`src/rtl/solve_dispatcher.sv`:
```
// Job feeder for the endgame solver: queues boards, runs them one at a time,
// rejects overlapping boards and aborts solves that exceed TIMEOUT cycles.
//
//   state   | meaning
//   --------+------------------------------------------------------------
//   S_IDLE  | waiting for a queued job; pops and classifies the FIFO head
//   S_SOLVE | oEnable high, counting cycles until solved or timeout
//   S_DONE  | result presented on the valid/ready port
module solve_dispatcher #(
   parameter int DEPTH   = 4,
   parameter int TAG_W   = 8,
   parameter int TIMEOUT = 10000000,
   parameter int CNT_W   = 32
) (
   input  logic                    iCLOCK,
   input  logic                    iRESET,
   input  logic                    iBoardValid,
   output logic                    oBoardReady,
   input  logic [63:0]             iBoardPlayer,
   input  logic [63:0]             iBoardOpponent,
   input  logic [TAG_W-1:0]        iBoardTag,
   output logic                    oEnable,
   output logic [63:0]             oPlayer,
   output logic [63:0]             oOpponent,
   input  logic                    iSolved,
   input  logic signed [7:0]       iRes,
   output logic                    oResValid,
   input  logic                    iResReady,
   output logic signed [7:0]       oRes,
   output logic [TAG_W-1:0]        oResTag,
   output logic [1:0]              oResErr,
   output logic [CNT_W-1:0]        oCycles,
   output logic                    oBusy
);
   localparam int AW = (DEPTH > 1) ? $clog2(DEPTH) : 1;
   localparam logic [1:0] S_IDLE  = 2'd0;
   localparam logic [1:0] S_SOLVE = 2'd1;
   localparam logic [1:0] S_DONE  = 2'd2;
   localparam logic [CNT_W-1:0] CNT_ONE  = CNT_W'(1);
   localparam logic [CNT_W-1:0] CNT_LAST = CNT_W'(TIMEOUT - 1);
   localparam logic [CNT_W-1:0] CNT_TO   = CNT_W'(TIMEOUT);
   localparam logic [AW:0]      FULL_CNT = (AW + 1)'(DEPTH);

   logic [63:0]      fifo_p_q [DEPTH];
   logic [63:0]      fifo_o_q [DEPTH];
   logic [TAG_W-1:0] fifo_t_q [DEPTH];
   logic [AW-1:0]    wr_ptr_q, rd_ptr_q;
   logic [AW:0]      count_q;
   logic             rdy_en_q;

   logic [1:0]       state_q, state_d;
   logic             en_q, en_d;
   logic [63:0]      player_q, player_d, opp_q, opp_d;
   logic [TAG_W-1:0] tag_q, tag_d;
   logic [CNT_W-1:0] cnt_q, cnt_d, cyc_q, cyc_d;
   logic signed [7:0] res_q, res_d;
   logic [1:0]       err_q, err_d;
   logic             push, pop, full;

   assign full        = (count_q == FULL_CNT);
   // rdy_en_q keeps ready low during reset and for the reset edge itself
   assign oBoardReady = rdy_en_q & ~full;
   assign push        = iBoardValid & oBoardReady;

   always_comb begin
      state_d  = state_q;
      en_d     = en_q;
      player_d = player_q;
      opp_d    = opp_q;
      tag_d    = tag_q;
      cnt_d    = cnt_q;
      cyc_d    = cyc_q;
      res_d    = res_q;
      err_d    = err_q;
      pop      = 1'b0;
      case (state_q)
         S_IDLE: begin
            if (count_q != '0) begin
               pop      = 1'b1;
               player_d = fifo_p_q[rd_ptr_q];
               opp_d    = fifo_o_q[rd_ptr_q];
               tag_d    = fifo_t_q[rd_ptr_q];
               if ((fifo_p_q[rd_ptr_q] & fifo_o_q[rd_ptr_q]) != 64'd0) begin
                  state_d = S_DONE;
                  err_d   = 2'd1;
                  res_d   = '0;
                  cyc_d   = '0;
               end else begin
                  state_d = S_SOLVE;
                  en_d    = 1'b1;
                  cnt_d   = '0;
               end
            end
         end
         S_SOLVE: begin
            cnt_d = cnt_q + CNT_ONE;
            if (iSolved) begin
               res_d   = iRes;
               cyc_d   = cnt_q + CNT_ONE;
               err_d   = 2'd0;
               en_d    = 1'b0;
               state_d = S_DONE;
            end else if (cnt_q == CNT_LAST) begin
               res_d   = '0;
               cyc_d   = CNT_TO;
               err_d   = 2'd2;
               en_d    = 1'b0;
               state_d = S_DONE;
            end
         end
         S_DONE: begin
            if (iResReady) state_d = S_IDLE;
         end
         default: state_d = S_IDLE;
      endcase
   end

   always_ff @(posedge iCLOCK) begin
      if (push) begin
         fifo_p_q[wr_ptr_q] <= iBoardPlayer;
         fifo_o_q[wr_ptr_q] <= iBoardOpponent;
         fifo_t_q[wr_ptr_q] <= iBoardTag;
      end
   end

   always_ff @(posedge iCLOCK) begin
      if (iRESET) begin
         wr_ptr_q <= '0;
         rd_ptr_q <= '0;
         count_q  <= '0;
         rdy_en_q <= 1'b0;
         state_q  <= S_IDLE;
         en_q     <= 1'b0;
         player_q <= '0;
         opp_q    <= '0;
         tag_q    <= '0;
         cnt_q    <= '0;
         cyc_q    <= '0;
         res_q    <= '0;
         err_q    <= '0;
      end else begin
         rdy_en_q <= 1'b1;
         if (push) wr_ptr_q <= wr_ptr_q + 1'b1;
         if (pop)  rd_ptr_q <= rd_ptr_q + 1'b1;
         case ({push, pop})
            2'b10:   count_q <= count_q + 1'b1;
            2'b01:   count_q <= count_q - 1'b1;
            default: count_q <= count_q;
         endcase
         state_q  <= state_d;
         en_q     <= en_d;
         player_q <= player_d;
         opp_q    <= opp_d;
         tag_q    <= tag_d;
         cnt_q    <= cnt_d;
         cyc_q    <= cyc_d;
         res_q    <= res_d;
         err_q    <= err_d;
      end
   end

   assign oEnable   = en_q;
   assign oPlayer   = player_q;
   assign oOpponent = opp_q;
   assign oResValid = (state_q == S_DONE);
   assign oRes      = res_q;
   assign oResTag   = tag_q;
   assign oResErr   = err_q;
   assign oCycles   = cyc_q;
   assign oBusy     = (state_q != S_IDLE) | (count_q != '0);
endmodule
```
`config.mk`:
```
export PLATFORM = sky130hd
export DESIGN_NAME = solve_dispatcher
export DESIGN_NICKNAME = d
export VERILOG_FILES = /design/src/rtl/solve_dispatcher.sv
export SDC_FILE = /design/constraint.sdc
export NUM_CORES = 1
export LEC_CHECK = 0
export CAP_MARGIN = 15
export CORE_MARGIN = 2
export CORE_UTILIZATION = 29
export CTS_BUF_LIST = sky130_fd_sc_hd__clkbuf_2
export DETAILED_ROUTE_END_ITERATION = 6
export PLACE_DENSITY = 0.54
export SETUP_SLACK_MARGIN = 0.2
export SYNTH_ARGS = -nofsm -noshare
export SYNTH_HDL_FRONTEND = slang
export SYNTH_SLANG_ARGS = --single-unit
```
`constraint.sdc`:
```
create_clock -name iCLOCK -period 7.2 [get_ports iCLOCK]
set_input_delay 2.16 -clock iCLOCK [delete_from_list [all_inputs] [get_ports iCLOCK]]
set_output_delay 2.16 -clock iCLOCK [all_outputs]
set_load 0.05 [all_outputs]
```
Word-level counts from Yosys, hierarchy flattened
Memories as Yosys holds them, arrays and structs flattened. A register that Yosys moved wholly into a read port is not among the register bits.
Cells that the tools add are included.
- flip-flop bits (word level): 213
- RAM bits: 544
- bits of input ports: 149
- logic and storage cells: 85
- memories: 3
- add/sub/neg operators: 5
- equal/unequal tests: 11
- mux-type cells: 38
- bitwise operators: 5
- reduce and logical (&&, ||, !) cells: 11
- memory list (name ; depth ; bits a word ; read ports ; clocked after Yosys merged registers in ; wr ports ; line ; source):
    fifo_o_q ; 4 ; 64 ; 1 ; 1 ; 1 ; 45 ; logic [63:0] fifo_o_q [DEPTH];
    fifo_p_q ; 4 ; 64 ; 1 ; 1 ; 1 ; 44 ; logic [63:0] fifo_p_q [DEPTH];
    fifo_t_q ; 4 ; 8 ; 1 ; 1 ; 1 ; 46 ; logic [TAG_W-1:0] fifo_t_q [DEPTH];
- operators by type and width (operator ; number):
    32-bit 2-to-1 mux ; 6
    32-bit case mux with 2 select lines ; 2
    64-bit AND ; 1
    64-bit nonzero test ; 1
    32-bit by 1-bit adder with 32-bit output (second input constant) ; 1
    32-bit by 24-bit equality test with 1-bit output (second input constant) ; 1
    8-bit 2-to-1 mux ; 4
    2-bit 2-to-1 mux ; 12
    8-bit case mux with 2 select lines ; 1
    1-bit 2-to-1 mux ; 9
    4-bit AND reduction ; 2
    2-bit inequality test (second input constant) ; 3
    2-bit case mux with 3 select lines ; 1
    3-bit case mux with 2 select lines ; 1
    3-bit AND reduction ; 2
    2-bit nonzero test ; 3
    2-bit by 1-bit adder with 2-bit output (second input constant) ; 2
    2-bit by 1-bit equality test with 1-bit output (second input constant) ; 2
    2-bit equality test (second input constant) ; 2
    2-bit case mux with 2 select lines ; 1
    3-bit by 1-bit adder with 3-bit output (second input constant) ; 1
    3-bit equality test (second input constant) ; 1
    3-bit inequality test (second input constant) ; 1
    3-bit nonzero test ; 1
    other kinds (8) ; 9

Logic depth before layout (Yosys ltp)
- depth in word-level cells: 6
- depth in mapped cells: 13
- depth with buffers taken out: 11

Worst setup path after synthesis
Ideal clock, no wire load.
- path kind: input to register
- start: input port iBoardValid
- end: memory fifo_o_q[0][0], enable pin
- library setup time: 512 ps
- arrival: 5337 ps
- required time: 6688 ps
- slack: 1351 ps
- stages: 1
- path buffers: 0
- cells stage by stage: and3_1
- word-level cells in the longest chain between the ends: 3
- RTL lines (what ; line ; source):
    start, declared ; 17 ; input logic iBoardValid,
    1-bit AND ; 63 ; assign push = iBoardValid & oBoardReady;
    1-bit 2-to-1 mux ; 119 ; if (push) begin
    1-bit 2-to-1 mux (not written as such) ; 121 ; fifo_o_q[wr_ptr_q] <= iBoardOpponent;
    end, declared ; 45 ;
No other way between the ends.

Final worst setup path
- start: register state_q[1]
- end: output port oBusy
- word-level cells in the longest chain between the ends: 2
- RTL lines (what ; line ; source):
    start, declared ; 51 ; logic [1:0] state_q, state_d;
    start signal, assigned ; 150 ; state_q <= state_d;
    2-bit nonzero test ; 170 ; assign oBusy = (state_q != S_IDLE) | (count_q != '0);
    1-bit OR ; 170 ;
    end, declared ; 33 ; output logic oBusy
No other way between the ends.

==> out/metrics.cfg <==
[placement]
hpwl_um=64500
gp_congestion=0.856
portBuffers=330

[floorplanning]
floorplan.initialDensity_pct=29.3
rows=116
num_io_pins=331
die_h_um=323
dieArea_mm2=0.104
core_area_mm2=0.100
dieWidth_um=323

[power]
p_seq_share_pct=40.7
cellPowerDensity_mw_per_mm2=382
leakagePower_nw=11.8
pwr-share-clk_pct=22.6
switching_share_pct=41.4
vdd_drop_max_uv=352
power.switching_mw=5.71
p_comb_share_pct=36.7
p_int_mw=8.09

[grt]
grt_max_degree=104
antenna_found_initial=22
grtUsageTotal_pct=18.1
grt_pass1_vias=19427
grt_pass1_wl_um=136000
overflow=0

[clocking]
path_clk_slew_ns=0.10
cts_root_buf=clkbuf_2
post_cts_buffers=0
numClockSinks=767
htreeDepth=4
hold_buffers=0
cts_buffers=194
clk_latency_ns=1.47
cts_tree=done
clk_path_buf_depth=3
cts_resized=0

[drt]
drc_errors=0
ant_nets=0
num_vias=19623
avgViaCountPerCell=4.98
drt_first_pass_iters=7
drt_iter0_markers=1659
wl_per_cell_um=24.1
drt_wl_total_um=95100

[synth]
ys_warn_count=0
syn_inst=1990
synth_cell_type_count=56
ys_ff_latch=767
synth-edff-count=544
ys_seq_area_share_pct=70.7
async_reset_ff_share_pct=0
synth.avg_cell_area_um2=14.8
synth_area_mm2=0.0294
syn_nets=2146
synth-main-ff-cell=edfxtp_1

[finish]
layout.cells.most_common_list=edfxtp_1 (544), nand2_1 (336), clkdlybuf4s50_1 (329), clkbuf_2 (319), dfxtp_1 (221)
final_common_cell=edfxtp_1
fin_util_pct=36.0
nFillCells=9724
area_growth_pct=22.8
layout-drive-gt1-share_pct=20.2
fin_nets=2569

[worst_setup_path]
reg2reg_setup_slack_ns=2.20
critPathKind=flip-flop to primary output
crit_fanout=5
timing.rr.end=oCycles[31]$_SDFFE_PP0P_
endpoint=oBusy
critPathRequiredTime_ns=5.04
critPathCaptureType=primary output
startpoint_type=flip-flop
setup.worst_path.start=state_q[1]$_SDFFE_PP0P_
reg2reg_depth=8
crit_arrival_ns=3.55

[worst_hold_path]
hold_class=flip-flop to flip-flop

[sta]
fmax_mhz=175
finalHoldViolations=0
tightestPinTransition_ns=1.03
period_minus_slack_ns=5.71
rsz0062_at_grt=no
setup_viol=0
maxSlewViolCount=0
setup-tns-final_ns=0
fin_crit_sh_pct=79.2
slew_headroom_pct=30.9
skew_ns=0.135

[flow_run]
drv_cap=0

[run_status]
status=finished clean

## worst min-delay path by stage
stage / start / end / slack (ns) / cells after the start
global route: oOpponent[52]$_SDFFE_PP0P_ / oOpponent[52]$_SDFFE_PP0P_ / 0.48 / 2
finish: oResTag[0]$_SDFFE_PP0P_ / oResTag[0]$_SDFFE_PP0P_ / 0.46 / 2
CTS: oOpponent[52]$_SDFFE_PP0P_ / oOpponent[52]$_SDFFE_PP0P_ / 0.46 / 2
floorplan: wr_ptr_q[1]$_SDFFE_PP0P_ / wr_ptr_q[1]$_SDFFE_PP0P_ / 0.47 / 2
detailed placement: oPlayer[32]$_SDFFE_PP0P_ / oPlayer[32]$_SDFFE_PP0P_ / 0.45 / 2
global placement: oEnable$_SDFFE_PP0P_ / oEnable$_SDFFE_PP0P_ / 0.44 / 2
## layer usage
metal / vias to the layer above / part of all wire [%] / track usage (%)
met2: 929 / 45 / 27.2
li1: 8619 / - / -
met1: 9898 / 44 / 25.3
met3: 159 / 9.3 / 5.19
met4: 18 / 1.9 / 5.24
met5: - / 0.12 / 0
## registers in the layout (all words and copies together), names as in the netlist, 8 cells and up, named ones only
name       flops
cnt_q         32
fifo_o_q     256
fifo_p_q     256
fifo_t_q      32
oCycles       32
oOpponent     64
oPlayer       64
oRes           8
oResTag        8
## power by group through the flow
stage / clock network [mW] / registers (mW) / logic [mW]
6_report: 3.12 / 5.62 / 5.06
3_3_place_gp: 0 / 5.70 / 5.08
2_1_floorplan: 0 / 6.62 / 2.10
4_1_cts: 3.23 / 5.62 / 5.11
3_5_place_dp: 0 / 5.71 / 5.09
5_1_grt: 3.46 / 5.67 / 5.35
## synthesized netlist by cell type, types with 22 or more instances
library cell | instances | area share, %
edfxtp_1 | 544 | 56
a21oi_1 | 194 | 3.3
mux4_2 | 136 | 10
o21ai_0 | 58 | 0.99
dfxtp_1 | 223 | 15
nand4_1 | 25 | 0.53
nand2_1 | 337 | 4.3
clkbuf_1 | 107 | 1.4
a22oi_1 | 57 | 1.5
inv_1 | 22 | 0.28
a32oi_1 | 22 | 0.65
nor2_1 | 43 | 0.55
## stage by stage
step	power (mW)	instance area, um^2	setup WS [ns]	hold WS (ns)	std cells
detailed placement	10.8	34200	2.20	0.449	3574
global placement	10.8	34200	2.42	0.444	3574
global route	14.5	36100	1.33	0.475	3940
floorplan	8.72	29400	1.35	0.469	1990
finish	13.8	36100	1.49	0.459	3942
CTS	14.0	36100	1.37	0.462	3937
## area by class of cell
class	instances	area, um^2	share of cell area, %
Sequential cell	767	20800	57.6
Multi-Input combinational cell	1066	8020	22.2
Timing Repair Buffer	360	3600	9.97
Tap cell	1357	1700	4.70
Clock buffer	319	1600	4.42
Clock inverter	44	317	0.876
Inverter	24	92.6	0.256
Antenna cell	5	12.5	0.0346
## cell families (layout without fill, tap and decap cells)
family	Yosys count	count (layout)	share of synthesized area (%)
flops	767	767	70.7
simple gates	500	500	7.43
compound gates	395	395	8.12
buf+inv	157	747	2.16
mux	140	140	10.6
xor+xnor	24	24	0.714
fa+ha+maj	7	7	0.323
other cells	0	5	0
## critical path: stages, from the launching register on
cell	delay [ns]
dfxtp_1	0.33
nor2_1	0.43
and2_0	0.41
inv_1	0.24
clkdlybuf4s50_1	0.76
Power figures use the tool's default switching activity.
